## config.mk

```make
export PLATFORM = sky130hd
export DESIGN_NAME = mem_bus_arbiter_flat
export DESIGN_NICKNAME = d
export VERILOG_FILES = /design/src/rtl/mem_bus_arbiter_pkg.sv /design/src/rtl/mem_bus_arbiter_if.sv /design/src/rtl/mem_bus_arbiter_tag_table.sv /design/src/rtl/mem_bus_arbiter.sv /design/src/flat_wrapper.sv
export SDC_FILE = /design/constraint.sdc
export NUM_CORES = 1
export LEC_CHECK = 0
export ABC_CLOCK_PERIOD_IN_PS = 3500
export CAP_MARGIN = 20
export CELL_PAD_IN_SITES_DETAIL_PLACEMENT = 2
export CELL_PAD_IN_SITES_GLOBAL_PLACEMENT = 2
export CORE_MARGIN = 10
export CORE_UTILIZATION = 13
export DETAILED_ROUTE_END_ITERATION = 7
export PLACE_DENSITY_LB_ADDON = 0.1
export SYNTH_ARGS = -nofsm -noshare
export SYNTH_HDL_FRONTEND = slang
export SYNTH_SLANG_ARGS = --single-unit
```

## constraint.sdc

```tcl
create_clock -name clock -period 3.5 [get_ports clock]
set_input_delay 0.525 -clock clock [delete_from_list [all_inputs] [get_ports clock]]
set_output_delay 0.525 -clock clock [all_outputs]
set_load 0.01 [all_outputs]
```

## src/rtl/mem_bus_arbiter_pkg.sv

```systemverilog
// Shared bus types for the cache-to-memory arbiter: bus commands, owner
// encoding, tag sizing and the tag-table entry layout.
package mem_bus_arbiter_pkg;

  localparam int NUM_MEM_TAGS = 15;
  localparam int TAG_W        = 4;
  localparam int ADDR_W       = 32;
  localparam int DATA_W       = 64;

  typedef enum logic [1:0] {
    BUS_NONE  = 2'h0,
    BUS_LOAD  = 2'h1,
    BUS_STORE = 2'h2
  } BUS_COMMAND;

  typedef enum logic {
    OWN_ICACHE = 1'b0,
    OWN_DCACHE = 1'b1
  } MEM_OWNER;

  typedef struct packed {
    logic     valid;
    MEM_OWNER owner;
  } tag_entry_t;

endpackage

```

## src/rtl/mem_bus_arbiter_if.sv

```systemverilog
// Bundle of cache request/return signals and the processor-memory bus.
// master: the arbiter; slave: caches + memory model driving the other side.
interface mem_bus_arbiter_if;
  import mem_bus_arbiter_pkg::*;

  // icache side
  logic                icache_req;
  logic [ADDR_W-1:0]   icache_addr;
  logic                icache_ack;
  logic [TAG_W-1:0]    icache_tag;
  logic                icache_data_valid;
  logic [DATA_W-1:0]   icache_data;
  // dcache side
  logic                dcache_req;
  BUS_COMMAND          dcache_cmd;
  logic [ADDR_W-1:0]   dcache_addr;
  logic [DATA_W-1:0]   dcache_wdata;
  logic                dcache_ack;
  logic [TAG_W-1:0]    dcache_tag;
  logic                dcache_data_valid;
  logic [DATA_W-1:0]   dcache_data;
  // memory side
  BUS_COMMAND          proc2mem_command;
  logic [ADDR_W-1:0]   proc2mem_addr;
  logic [DATA_W-1:0]   proc2mem_data;
  logic [TAG_W-1:0]    mem2proc_response;
  logic [DATA_W-1:0]   mem2proc_data;
  logic [TAG_W-1:0]    mem2proc_tag;
  // status
  logic [TAG_W-1:0]    outstanding_cnt;
  logic                stray_tag_err;

  modport master (
    input  icache_req, icache_addr,
    output icache_ack, icache_tag, icache_data_valid, icache_data,
    input  dcache_req, dcache_cmd, dcache_addr, dcache_wdata,
    output dcache_ack, dcache_tag, dcache_data_valid, dcache_data,
    output proc2mem_command, proc2mem_addr, proc2mem_data,
    input  mem2proc_response, mem2proc_data, mem2proc_tag,
    output outstanding_cnt, stray_tag_err
  );

  modport slave (
    output icache_req, icache_addr,
    input  icache_ack, icache_tag, icache_data_valid, icache_data,
    output dcache_req, dcache_cmd, dcache_addr, dcache_wdata,
    input  dcache_ack, dcache_tag, dcache_data_valid, dcache_data,
    input  proc2mem_command, proc2mem_addr, proc2mem_data,
    output mem2proc_response, mem2proc_data, mem2proc_tag,
    input  outstanding_cnt, stray_tag_err
  );

endinterface

```

## src/rtl/mem_bus_arbiter_tag_table.sv

```systemverilog
// Owner table for outstanding memory tags. One entry per tag; entry 0 is
// never written since response 0 means rejection. A same-cycle clear and
// set of one tag resolves to the set (new owner wins).
module mem_tag_table
  import mem_bus_arbiter_pkg::*;
#(
  parameter int NUM_TAGS = NUM_MEM_TAGS
) (
  input  logic             clock,
  input  logic             reset,
  input  logic             set_en_i,
  input  logic [TAG_W-1:0] set_tag_i,
  input  MEM_OWNER         set_owner_i,
  input  logic             clr_en_i,
  input  logic [TAG_W-1:0] lkp_tag_i,
  output tag_entry_t       lkp_entry_o,
  output logic [TAG_W-1:0] cnt_o
);

  tag_entry_t [NUM_TAGS:0] entries_q, entries_d;

  // Next table contents: clear the returning tag first, then record a new accept.
  always_comb begin
    entries_d = entries_q;
    if (clr_en_i) entries_d[lkp_tag_i].valid = 1'b0;
    if (set_en_i) entries_d[set_tag_i] = '{valid: 1'b1, owner: set_owner_i};
  end

  // Table state register, wiped on reset so all ownership is forgotten.
  always_ff @(posedge clock or posedge reset) begin
    if (reset) entries_q <= '0;
    else       entries_q <= entries_d;
  end

  // Lookup for the returning tag and live-entry count.
  always_comb begin
    lkp_entry_o = entries_q[lkp_tag_i];
    cnt_o       = '0;
    for (int i = 0; i <= NUM_TAGS; i++)
      cnt_o = cnt_o + TAG_W'(entries_q[i].valid);
  end

endmodule

```

## src/rtl/mem_bus_arbiter.sv

```systemverilog
// Arbitrates the shared memory bus between icache fills and dcache
// loads/stores. dcache has priority unless icache has been denied for
// STARVE_LIMIT cycles. Load tags are recorded so returning data is steered
// back to the cache that issued it.
module mem_bus_arbiter
  import mem_bus_arbiter_pkg::*;
#(
  parameter int NUM_TAGS     = NUM_MEM_TAGS,
  parameter int STARVE_LIMIT = 4
) (
  input  logic               clock,
  input  logic               reset,
  mem_bus_arbiter_if.master  bus
);

  localparam int SC_W = $clog2(STARVE_LIMIT + 1);

  logic [SC_W-1:0] starve_q, starve_d;
  logic            stray_q, stray_d;
  logic            d_ok, i_ok, win_i, win_d, accepted;
  logic            set_en, ret_hit;
  tag_entry_t      lkp_entry;
  logic [TAG_W-1:0] cnt;

  mem_tag_table #(.NUM_TAGS(NUM_TAGS)) u_tags (
    .clock       (clock),
    .reset       (reset),
    .set_en_i    (set_en),
    .set_tag_i   (bus.mem2proc_response),
    .set_owner_i (win_i ? OWN_ICACHE : OWN_DCACHE),
    .clr_en_i    (ret_hit),
    .lkp_tag_i   (bus.mem2proc_tag),
    .lkp_entry_o (lkp_entry),
    .cnt_o       (cnt)
  );

  // Winner selection, bus drive and acks; all combinational so an accept
  // lands in the same cycle the memory responds.
  always_comb begin
    d_ok     = bus.dcache_req && (bus.dcache_cmd != BUS_NONE);
    i_ok     = bus.icache_req;
    win_i    = i_ok && (!d_ok || (starve_q == SC_W'(STARVE_LIMIT)));
    win_d    = !win_i && d_ok;
    accepted = (bus.mem2proc_response != '0);

    bus.proc2mem_command = BUS_NONE;
    bus.proc2mem_addr    = '0;
    bus.proc2mem_data    = '0;
    bus.icache_ack       = 1'b0;
    bus.icache_tag       = '0;
    bus.dcache_ack       = 1'b0;
    bus.dcache_tag       = '0;
    set_en               = 1'b0;

    if (win_i) begin
      bus.proc2mem_command = BUS_LOAD;
      bus.proc2mem_addr    = bus.icache_addr;
      bus.icache_ack       = accepted;
      bus.icache_tag       = bus.mem2proc_response;
      set_en               = accepted;
    end else if (win_d) begin
      bus.proc2mem_command = bus.dcache_cmd;
      bus.proc2mem_addr    = bus.dcache_addr;
      bus.proc2mem_data    = bus.dcache_wdata;
      bus.dcache_ack       = accepted;
      bus.dcache_tag       = bus.mem2proc_response;
      // stores finish on acceptance and never own a tag
      set_en               = accepted && (bus.dcache_cmd == BUS_LOAD);
    end
  end

  // Return steering: pass data through to the recorded owner, flag strays.
  always_comb begin
    ret_hit               = (bus.mem2proc_tag != '0) && lkp_entry.valid;
    bus.icache_data_valid = ret_hit && (lkp_entry.owner == OWN_ICACHE);
    bus.dcache_data_valid = ret_hit && (lkp_entry.owner == OWN_DCACHE);
    bus.icache_data       = bus.icache_data_valid ? bus.mem2proc_data : '0;
    bus.dcache_data       = bus.dcache_data_valid ? bus.mem2proc_data : '0;
    stray_d               = stray_q || ((bus.mem2proc_tag != '0) && !lkp_entry.valid);
  end

  // Starvation counter: counts consecutive denied icache cycles, saturating.
  always_comb begin
    starve_d = '0;
    if (bus.icache_req && !bus.icache_ack)
      starve_d = (starve_q == SC_W'(STARVE_LIMIT)) ? starve_q : starve_q + 1'b1;
  end

  // Arbiter state registers.
  always_ff @(posedge clock or posedge reset) begin
    if (reset) begin
      starve_q <= '0;
      stray_q  <= 1'b0;
    end else begin
      starve_q <= starve_d;
      stray_q  <= stray_d;
    end
  end

  assign bus.outstanding_cnt = cnt;
  assign bus.stray_tag_err   = stray_q;

endmodule

```

## src/flat_wrapper.sv

```systemverilog
// flat-port wrapper written by rule: the top's interface ports become plain ports
module mem_bus_arbiter_flat import mem_bus_arbiter_pkg::*;
#(
  parameter int NUM_TAGS     = NUM_MEM_TAGS,
  parameter int STARVE_LIMIT = 4
)
  (clock, reset, bus_icache_req, bus_icache_addr, bus_icache_ack, bus_icache_tag, bus_icache_data_valid, bus_icache_data, bus_dcache_req, bus_dcache_cmd, bus_dcache_addr, bus_dcache_wdata, bus_dcache_ack, bus_dcache_tag, bus_dcache_data_valid, bus_dcache_data, bus_proc2mem_command, bus_proc2mem_addr, bus_proc2mem_data, bus_mem2proc_response, bus_mem2proc_data, bus_mem2proc_tag, bus_outstanding_cnt, bus_stray_tag_err);
  mem_bus_arbiter_if bus_i ();
  input  logic clock;
  input  logic reset;
  input wire logic [$bits(bus_i.icache_req)-1:0] bus_icache_req;
  input wire logic [$bits(bus_i.icache_addr)-1:0] bus_icache_addr;
  output wire logic [$bits(bus_i.icache_ack)-1:0] bus_icache_ack;
  output wire logic [$bits(bus_i.icache_tag)-1:0] bus_icache_tag;
  output wire logic [$bits(bus_i.icache_data_valid)-1:0] bus_icache_data_valid;
  output wire logic [$bits(bus_i.icache_data)-1:0] bus_icache_data;
  input wire logic [$bits(bus_i.dcache_req)-1:0] bus_dcache_req;
  input wire logic [$bits(bus_i.dcache_cmd)-1:0] bus_dcache_cmd;
  input wire logic [$bits(bus_i.dcache_addr)-1:0] bus_dcache_addr;
  input wire logic [$bits(bus_i.dcache_wdata)-1:0] bus_dcache_wdata;
  output wire logic [$bits(bus_i.dcache_ack)-1:0] bus_dcache_ack;
  output wire logic [$bits(bus_i.dcache_tag)-1:0] bus_dcache_tag;
  output wire logic [$bits(bus_i.dcache_data_valid)-1:0] bus_dcache_data_valid;
  output wire logic [$bits(bus_i.dcache_data)-1:0] bus_dcache_data;
  output wire logic [$bits(bus_i.proc2mem_command)-1:0] bus_proc2mem_command;
  output wire logic [$bits(bus_i.proc2mem_addr)-1:0] bus_proc2mem_addr;
  output wire logic [$bits(bus_i.proc2mem_data)-1:0] bus_proc2mem_data;
  input wire logic [$bits(bus_i.mem2proc_response)-1:0] bus_mem2proc_response;
  input wire logic [$bits(bus_i.mem2proc_data)-1:0] bus_mem2proc_data;
  input wire logic [$bits(bus_i.mem2proc_tag)-1:0] bus_mem2proc_tag;
  output wire logic [$bits(bus_i.outstanding_cnt)-1:0] bus_outstanding_cnt;
  output wire logic [$bits(bus_i.stray_tag_err)-1:0] bus_stray_tag_err;
  assign bus_i.icache_req = bus_icache_req;
  assign bus_i.icache_addr = bus_icache_addr;
  assign bus_icache_ack = bus_i.icache_ack;
  assign bus_icache_tag = bus_i.icache_tag;
  assign bus_icache_data_valid = bus_i.icache_data_valid;
  assign bus_icache_data = bus_i.icache_data;
  assign bus_i.dcache_req = bus_dcache_req;
  assign bus_i.dcache_cmd = bus_dcache_cmd;
  assign bus_i.dcache_addr = bus_dcache_addr;
  assign bus_i.dcache_wdata = bus_dcache_wdata;
  assign bus_dcache_ack = bus_i.dcache_ack;
  assign bus_dcache_tag = bus_i.dcache_tag;
  assign bus_dcache_data_valid = bus_i.dcache_data_valid;
  assign bus_dcache_data = bus_i.dcache_data;
  assign bus_proc2mem_command = bus_i.proc2mem_command;
  assign bus_proc2mem_addr = bus_i.proc2mem_addr;
  assign bus_proc2mem_data = bus_i.proc2mem_data;
  assign bus_i.mem2proc_response = bus_mem2proc_response;
  assign bus_i.mem2proc_data = bus_mem2proc_data;
  assign bus_i.mem2proc_tag = bus_mem2proc_tag;
  assign bus_outstanding_cnt = bus_i.outstanding_cnt;
  assign bus_stray_tag_err = bus_i.stray_tag_err;
  mem_bus_arbiter #(.NUM_TAGS(NUM_TAGS), .STARVE_LIMIT(STARVE_LIMIT)) u_core (.clock(clock), .reset(reset), .bus(bus_i));
endmodule
```

==> results of run 1 <==
==> through the flow <==
step                      worst slack [ns]  hold WS, ns   util  TNS, ns  area (um2)
after global routing                -0.682        0.413  0.287    -2.16        9990
after floorplan                     -0.161        0.425      -   -0.368        4650
final                               -0.570        0.389  0.287    -1.74        9990
after detailed placement            -0.765        0.370  0.285   -22.25        9930
after CTS                           -0.626        0.385  0.289    -1.98       10000
after global placement              -0.737        0.369  0.285   -21.13        9930
==> power groups by stage <==
stage | registers (uW) | clock network, uW | logic, uW
6_report | 562 | 464 | 3120
3_3_place_gp | 565 | 0 | 3160
3_5_place_dp | 571 | 0 | 3180
5_1_grt | 575 | 497 | 3470
4_1_cts | 564 | 480 | 3230
2_1_floorplan | 543 | 0 | 1580
==> sequential cells by signal, summed over array words and instances (netlist names) <==
signal	flops
u_core.bus.stray_tag_err	1
u_core.starve_q	3
u_core.u_tags.entries_q	32
==> cell type report <==
| class | count | area (um2) | area share |
|---|---|---|---|
| clock buffers | 7 | 153 | 0.0153 |
| inverters | 28 | 105 | 0.0105 |
| well taps | 455 | 569 | 0.0570 |
| repair buffers | 500 | 4910 | 0.491 |
| multi-input cells | 443 | 3360 | 0.336 |
| diodes | 1 | 2.50 | 0.000250 |
| flip-flops and latches | 36 | 901 | 0.0901 |
==> final timing paths <==
path                                              from                           to
max reg2reg                         u_core.starve_q[0]           u_core.starve_q[2]
min in group asynchronous                        reset  u_core.u_tags.entries_q[30]
max in group asynchronous                        reset  u_core.u_tags.entries_q[17]
min                         u_core.u_tags.entries_q[0]   u_core.u_tags.entries_q[0]
max                        u_core.u_tags.entries_q[11]       bus_outstanding_cnt[2]
min reg2reg                 u_core.u_tags.entries_q[0]   u_core.u_tags.entries_q[0]
==> critical path: stages (launching register included) <==
cell     delay [ns]
dfrtp_1        0.34
inv_1          0.06
fa_1           0.50
fa_1           0.57
fa_2           0.44
fa_1           0.50
inv_2          0.05
ha_4           0.15
fa_2           0.35
xor2_2         0.17
buf_2          0.13
==> what timing repair did <==
item,in CTS,in global routing
pin swaps,13,4
setup endpoints to repair,131,50
gates resized for setup,177,43
gates cloned,1,0
buffers inserted,4,1
==> kinds of logic after synthesis <==
| kind of cell | after synthesis | synth area share |
|---|---|---|
| fa+ha+maj | 17 | 0.0623 |
| flops | 36 | 0.195 |
| xor+xnor | 3 | 0.00569 |
| mux | 22 | 0.0739 |
| compound gates | 62 | 0.0969 |
| simple gates | 339 | 0.465 |
| buf+inv | 89 | 0.101 |
==> placed cells by master, fill, tap and decap left out, drive strengths merged, types with 14 or more instances in the layout <==
cell type        n
a22o            32
and2            73
buf             60
clkbuf          24
clkdlybuf4s50  314
dfrtp           36
dlygate4sd2     98
inv             28
mux2            14
nand2           90
nor3           131
o21ai           18
==> routing by layer <==
layer  global-route usage  up-vias
met3               0.0813       30
met5                    0        -
met2                0.272      266
li1                     -     2821
met4               0.0218       16
met1                0.158     2875
==> impl_metrics.py, run 1 <==
metrics = {
    "outcome": {
        "run_status": "complete, but fails checks",
        "failed_checks": "setup timing",
    },
    "power_and_ir_drop": {
        "p_total_uw": 4140,
        "clockPowerShare": 0.112,
        "pwr-share-comb": 0.752,
        "vdd_drop_max_v": 0.00107,
        "p_leak_uw": 0.00433,
        "power_switching_share": 0.420,
        "p_per_area_nw_per_um2": 415,
        "intPower_uw": 2400,
        "pwr-share-seq": 0.136,
        "power_switching_uw": 1740,
    },
    "synthesis": {
        "avgSynthCellArea_um2": 8.14,
        "async_flop_share": 1.00,
        "synth.cell_area_um2": 4620,
        "ys_types": 38,
        "synthTopCellsByCount": "90 x nand2_1, 90 x nor3_2, 73 x and2_1, 41 x nor3_1, 36 x dfrtp_1",
        "synth.area.top_cells": "dfrtp_1 19%, nor3_2 19%, and2_1 9.9%",
        "synth_nets": 791,
        "yosys_warnings": 0,
        "yosysSeqAreaShare": 0.195,
        "yosys.area.top_type": "dfrtp_1",
        "synth_top_area_share": 0.195,
        "ys_ff_latch": 36,
        "synth_edf_count": 0,
        "ys.flop_type": "dfrtp_1",
        "synth_cells": 568,
    },
    "floorplanning": {
        "die_x_um": 209,
        "die_y_um": 209,
        "core_area_um2": 34800,
        "io_pins": 449,
        "start_util": 0.133,
        "dieArea_um2": 43500,
        "fp-row-count": 68,
    },
    "place": {
        "dp.cells": 1456,
        "gp_congestion": 0.781,
        "dp_hpwl_um": 30300,
        "port-buffer-count": 448,
    },
    "cts": {
        "path_clk_slew_ns": 0.06,
        "clockRootBuffer": "clkbuf_16",
        "clock_latency_ns": 0.28,
        "h-tree-depth": 2,
        "cts_hold_buf": 0,
        "cts_tree": "yes",
        "cts.sinks": 36,
        "numCtsBuffers": 5,
        "clock_path_buffers": 2,
    },
    "critical_path": {
        "end_kind": "output pin",
        "worst-setup-path-type": "flop to output pin",
        "worstPathArrival_ns": 3.54,
        "ff2ff_setup_slack_ns": 1.49,
        "cp_data_required_time_ns": 2.97,
        "rr_worst_depth": 7,
        "cp_max_fo": 2,
        "start_kind": "flop",
    },
    "routing": {
        "vias": 6008,
        "routed.top_layer": "met5",
        "via_per_inst": 4.09,
        "wl_met3_um": 4090,
        "drt_first_iter_violations": 151,
        "wl_met2_um": 17600,
        "drtPass1Iterations": 4,
        "m1WireLength_um": 13200,
        "wire_per_inst_um": 24.1,
        "wl_um": 35400,
        "antenna_left": 0,
        "drc": 0,
    },
    "min_path": {
        "holdPathStages": 0,
        "hp-class": "flop to flop",
    },
    "global_routing": {
        "antenna_found_initial": 9,
        "grt_usage": 0.152,
        "grt_pass1_wl_um": 49800,
        "grt-ovfl-total": 0,
        "grt_max_degree": 102,
        "grt_pass1_vias": 6594,
    },
    "timing": {
        "setup_viol": 4,
        "setup_ws_ns": -0.570,
        "slew_headroom": 0.575,
        "worstMarginPinSlew_ns": 0.632,
        "rsz0062_at_grt": "yes",
        "finalHoldViolations": 0,
        "fin_crit_sh": 1.16,
        "drv_slew": 0,
        "fmax_mhz": 246,
        "finClkSkew_ns": 0.00545,
        "fin_crit_ns": 4.07,
    },
    "cells_and_area": {
        "finalNetCount": 1237,
        "drive_above_1_share": 0.225,
        "final_cells": 1470,
        "fill_cells": 3985,
        "area_growth_pct": 116,
    },
    "flow_run": {
        "cap_violations": 0,
    },
}
(Power assumes the default switching activity.)
==> inputs of run 2 (changes only) <==
SKIP_CTS_REPAIR_TIMING = 1   (was default)
==> run 2 against run 1 <==
The flow still finishes with violations (setup timing). Global-route usage fell by 0.20 points. Power rose by 2.8%. Non-clock buffer count is 3 higher. Critical path depth down 1.
==> impl_metrics.py, run 2 (synthesized netlist as in run 1, its figures left out) <==
metrics = {
    "outcome": {
        "run_status": "complete, but fails checks",
        "failed_checks": "setup timing",
    },
    "power_and_ir_drop": {
        "power_switching_share": 0.414,
        "power_switching_uw": 1760,
        "vdd_drop_max_v": 0.00107,
        "pwr-share-seq": 0.133,
        "p_leak_uw": 0.00606,
        "p_per_area_nw_per_um2": 405,
        "intPower_uw": 2500,
        "clockPowerShare": 0.109,
        "pwr-share-comb": 0.759,
    },
    "floorplanning": {
        "die_y_um": 209,
        "core_area_um2": 34800,
        "start_util": 0.133,
        "dieArea_um2": 43500,
        "fp-row-count": 68,
        "die_x_um": 209,
        "io_pins": 449,
    },
    "timing": {
        "finClkSkew_ns": 0.00356,
        "setup_ws_ns": -0.608,
        "drv_slew": 0,
        "fin_crit_sh": 1.17,
        "fmax_mhz": 243,
        "slew_headroom": 0.575,
        "worstMarginPinSlew_ns": 0.632,
        "finalHoldViolations": 0,
        "hold-worst-slack_ns": 0.389,
        "rsz0062_at_grt": "yes",
        "setup_viol": 4,
        "fin_crit_ns": 4.11,
    },
    "global_routing": {
        "grt-ovfl-total": 0,
        "grt_pass1_wl_um": 49300,
        "grt_max_degree": 102,
        "antenna_found_initial": 9,
        "grt_usage": 0.150,
        "grt_pass1_vias": 6554,
    },
    "cells_and_area": {
        "final_core_util": 0.302,
        "finalNetCount": 1240,
        "largest-register": "u_core.u_tags.entries_q",
        "drive_above_1_share": 0.209,
        "layout_commonest_cell": "clkdlybuf4s50_1",
        "largest_reg_flops": 32,
        "final_cells": 1473,
        "mostFrequentLayoutCells": "314 x clkdlybuf4s50_1, 124 x dlymetal6s2s_1, 93 x nor3_2, 90 x nand2_1, 73 x and2_1",
        "area_growth_pct": 128,
        "fill_cells": 3904,
    },
    "critical_path": {
        "worstSetupStartpoint": "u_core.u_tags.entries_q[1]",
        "worst-setup-path-type": "flop to output pin",
        "rr_startpoint": "u_core.starve_q[0]",
        "rr_endpoint": "u_core.starve_q[2]",
        "endpoint": "bus_outstanding_cnt[1]",
        "cp_max_fo": 2,
        "worstPathArrival_ns": 3.58,
        "rr_worst_depth": 7,
        "end_kind": "output pin",
        "ff2ff_setup_slack_ns": 1.49,
        "start_kind": "flop",
        "cp_data_required_time_ns": 2.97,
    },
    "place": {
        "gp_congestion": 0.781,
        "dp_hpwl_um": 30300,
        "dpl_worst_slack_ns": -0.765,
        "port-buffer-count": 448,
        "dp.cells": 1456,
    },
    "cts": {
        "h-tree-depth": 2,
        "numCtsBuffers": 5,
        "path_clk_slew_ns": 0.06,
        "cts.sinks": 36,
        "cts_tree": "yes",
        "clock_path_buffers": 2,
        "clockRootBuffer": "clkbuf_16",
        "clock_latency_ns": 0.27,
    },
    "routing": {
        "vias": 5997,
        "wl_um": 35800,
        "antenna_left": 0,
        "drtPass1Iterations": 4,
        "drc": 0,
        "via_per_inst": 4.07,
        "drt_first_iter_violations": 144,
        "wire_per_inst_um": 24.3,
    },
    "min_path": {
        "holdPathStages": 0,
        "hp-class": "flop to flop",
    },
    "flow_run": {
        "cap_violations": 0,
    },
}
run 2: layer usage:
layer	vias to the layer above	routed length [um]	track usage
met5	-	96	0
met4	16	345	0.0190
met3	29	3920	0.0824
met2	271	18000	0.269
met1	2849	13500	0.155
li1	2832	-	-
run 2: cell type report:
cell class,instances,area [um2],area share
clock buffers,7,153,0.0145
multi-input cells,443,3340,0.318
repair buffers,503,5450,0.518
flip-flops and latches,36,901,0.0856
inverters,28,105,0.00999
well taps,455,569,0.0541
diodes,1,2.50,0.000238
run 2: power groups by stage:
stage	Sequential, uW	Combinational [uW]	Clock [uW]
finish	565	3230	463
global route	578	3590	497
CTS	564	3190	480
detailed placement	571	3180	0
global placement	565	3160	0
floorplan	543	1580	0
run 2: worst min-delay path by stage:
stage	from	end	slack [ns]
floorplan	u_core.u_tags.entries_q[0]	u_core.u_tags.entries_q[0]	0.42
global placement	u_core.u_tags.entries_q[0]	u_core.u_tags.entries_q[0]	0.37
detailed placement	u_core.u_tags.entries_q[0]	u_core.u_tags.entries_q[0]	0.37
CTS	u_core.u_tags.entries_q[0]	u_core.u_tags.entries_q[0]	0.39
global route	u_core.u_tags.entries_q[0]	u_core.u_tags.entries_q[0]	0.41
finish	u_core.u_tags.entries_q[0]	u_core.u_tags.entries_q[0]	0.39
run 2: through the flow:
stage,cell area (um2),setup TNS [ns],power [uW]
2_1_floorplan,4650,-0.368,2130
3_3_place_gp,9930,-21.13,3720
3_5_place_dp,9930,-22.25,3750
4_1_cts,10100,-25.07,4240
5_1_grt,10500,-2.43,4660
6_report,10500,-2.00,4260
run 2: critical path, stage by stage (launching register included):
cell     delay, ns
dfrtp_1       0.36
inv_2         0.05
fa_1          0.51
fa_2          0.60
fa_2          0.45
fa_1          0.53
inv_2         0.05
ha_4          0.15
fa_2          0.52
buf_6         0.10
==> inputs of run 3 (changes only) <==
ABC_CLOCK_PERIOD_IN_PS = 3590   (was 3500)
CTS_BUF_LIST = sky130_fd_sc_hd__clkbuf_2 sky130_fd_sc_hd__clkbuf_4 sky130_fd_sc_hd__clkbuf_8   (was default)
clock period = 3.59 ns   (was 3.5 ns; I/O delays follow)
==> run 3 against run 2 <==
The flow still finishes with violations (setup timing). Clock-buffer cell count increased by 1. Power decreased by 5.4%. Hold slack worse by 0.010 ns. Combinational power down 2%.
==> impl_metrics.py, run 3 (synthesized netlist as in run 1, its figures left out) <==
metrics = {
    "critical_path": {
        "crit_chain": "inv_2 -> fa_1 -> fa_1 -> fa_2 -> fa_1 -> inv_2 -> ha_1 -> a21o_1 -> a21oi_2 -> xnor2_2 -> buf_2",
        "worstPathArrival_ns": 3.64,
        "ff2ff_setup_slack_ns": 1.58,
        "rr_worst_depth": 7,
        "crit_top_cell": "fa_1",
        "slowest_delay_ns": 0.54,
        "cp_max_fo": 2,
        "rr_startpoint": "u_core.starve_q[0]",
        "cpMaxStageDelayCell": "fa_1",
        "cp_data_required_time_ns": 3.05,
        "worst-setup-path-type": "flop to output pin",
        "start_kind": "flop",
        "end_kind": "output pin",
        "rr_endpoint": "u_core.starve_q[2]",
    },
    "routing": {
        "vias": 6034,
        "drc": 0,
        "wire_per_inst_um": 23.9,
        "via_per_inst": 4.07,
        "drtPass1Iterations": 4,
        "antenna_left": 0,
        "wl_um": 35500,
        "drt_first_iter_violations": 170,
    },
    "cts": {
        "numCtsBuffers": 5,
        "h-tree-depth": 2,
        "cts.sinks": 36,
        "clock_path_buffers": 2,
        "clockRootBuffer": "clkbuf_8",
        "path_clk_slew_ns": 0.08,
        "cts_tree": "yes",
        "clock_latency_ns": 0.29,
    },
    "min_path": {
        "holdPathStages": 0,
        "hp-class": "flop to flop",
        "hold_path_end": "u_core.u_tags.entries_q[0]",
        "hp-start": "u_core.u_tags.entries_q[0]",
    },
    "global_routing": {
        "antenna_found_initial": 10,
        "grt_usage": 0.149,
        "grt_max_degree": 102,
        "grt_pass1_vias": 6561,
        "grt_pass1_wl_um": 48800,
        "grt-ovfl-total": 0,
    },
    "outcome": {
        "failed_checks": "setup timing",
        "run_status": "complete, but fails checks",
    },
    "timing": {
        "rsz0062_at_grt": "yes",
        "hold-worst-slack_ns": 0.379,
        "fin_crit_ns": 4.18,
        "fin_crit_sh": 1.16,
        "slew_headroom": 0.551,
        "fmax_mhz": 239,
        "drv_slew": 0,
        "worstMarginPinSlew_ns": 0.667,
        "setup_viol": 4,
        "setup_ws_ns": -0.587,
        "finalHoldViolations": 0,
        "setup_tns_ns": -1.81,
        "finClkSkew_ns": 0.00940,
    },
    "cells_and_area": {
        "layout_commonest_cell": "clkdlybuf4s50_1",
        "mostFrequentLayoutCells": "392 x clkdlybuf4s50_1, 91 x nor3_2, 90 x nand2_1, 73 x and2_1, 52 x dlymetal6s2s_1",
        "largest_reg_flops": 32,
        "drive_above_1_share": 0.200,
        "finalNetCount": 1247,
        "final_cells": 1484,
        "largest-register": "u_core.u_tags.entries_q",
        "multi_input_area_um2": 3350,
        "fill_cells": 3871,
        "regArea_um2": 901,
        "area_growth_pct": 125,
    },
    "floorplanning": {
        "die_x_um": 209,
        "core_area_um2": 34800,
        "dieArea_um2": 43500,
        "start_util": 0.133,
        "die_y_um": 209,
        "fp-row-count": 68,
        "io_pins": 449,
    },
    "power_and_ir_drop": {
        "vdd_drop_max_v": 0.000695,
        "p_total_uw": 4030,
        "p_per_area_nw_per_um2": 388,
        "p_leak_uw": 0.00478,
    },
    "place": {
        "port-buffer-count": 448,
        "dp_hpwl_um": 30400,
        "dp.cells": 1463,
        "gp_congestion": 0.828,
        "dpl_worst_slack_ns": -0.698,
    },
    "flow_run": {
        "cap_violations": 0,
    },
}
run 3: layout make-up:
cell class              count  share of cell area
well taps                 455              0.0549
repair buffers            509               0.515
inverters                  28              0.0101
diodes                      4            0.000965
clock buffers               8             0.00941
multi-input cells         444               0.323
flip-flops and latches     36              0.0868
run 3: stage by stage:
step / utilization / instance area, um2
3_5_place_dp: 0.287 / 9980
4_1_cts: 0.290 / 10100
6_report: 0.298 / 10400
3_3_place_gp: 0.287 / 9980
2_1_floorplan: - / 4650
5_1_grt: 0.298 / 10400
run 3: metal layers:
layer,GRT usage,vias up,routed length [um]
met1,0.152,2863,13200
met3,0.0728,26,3780
met5,0,-,62
li1,-,2854,-
met2,0.270,281,18100
met4,0.0265,10,318
run 3: power breakdown:
part	total (uW)	switching (uW)	internal (uW)
Clock	322	150	172
Combinational	3160	1490	1670
Sequential	545	53.9	491
Total	4030	1690	2340
run 3: worst max-delay path by stage:
stage,start,end,slack [ns],depth (start not counted)
5_1_grt,u_core.u_tags.entries_q[7],bus_outstanding_cnt[3],-0.71,11
6_report,u_core.u_tags.entries_q[7],bus_outstanding_cnt[3],-0.59,11
3_3_place_gp,u_core.u_tags.entries_q[19],bus_outstanding_cnt[2],-0.63,10
3_5_place_dp,u_core.u_tags.entries_q[19],bus_outstanding_cnt[2],-0.70,10
2_1_floorplan,u_core.u_tags.entries_q[19],bus_outstanding_cnt[2],-0.08,9
4_1_cts,u_core.u_tags.entries_q[19],bus_outstanding_cnt[2],-1.02,10
run 3: worst max-delay path, delay by kind of cell, from the launching register on:
family / cells / cell delay (ns)
flops: 1 / 0.37
compound gates: 2 / 0.37
xor+xnor: 1 / 0.13
fa+ha+maj: 5 / 2.25
buf+inv: 3 / 0.25
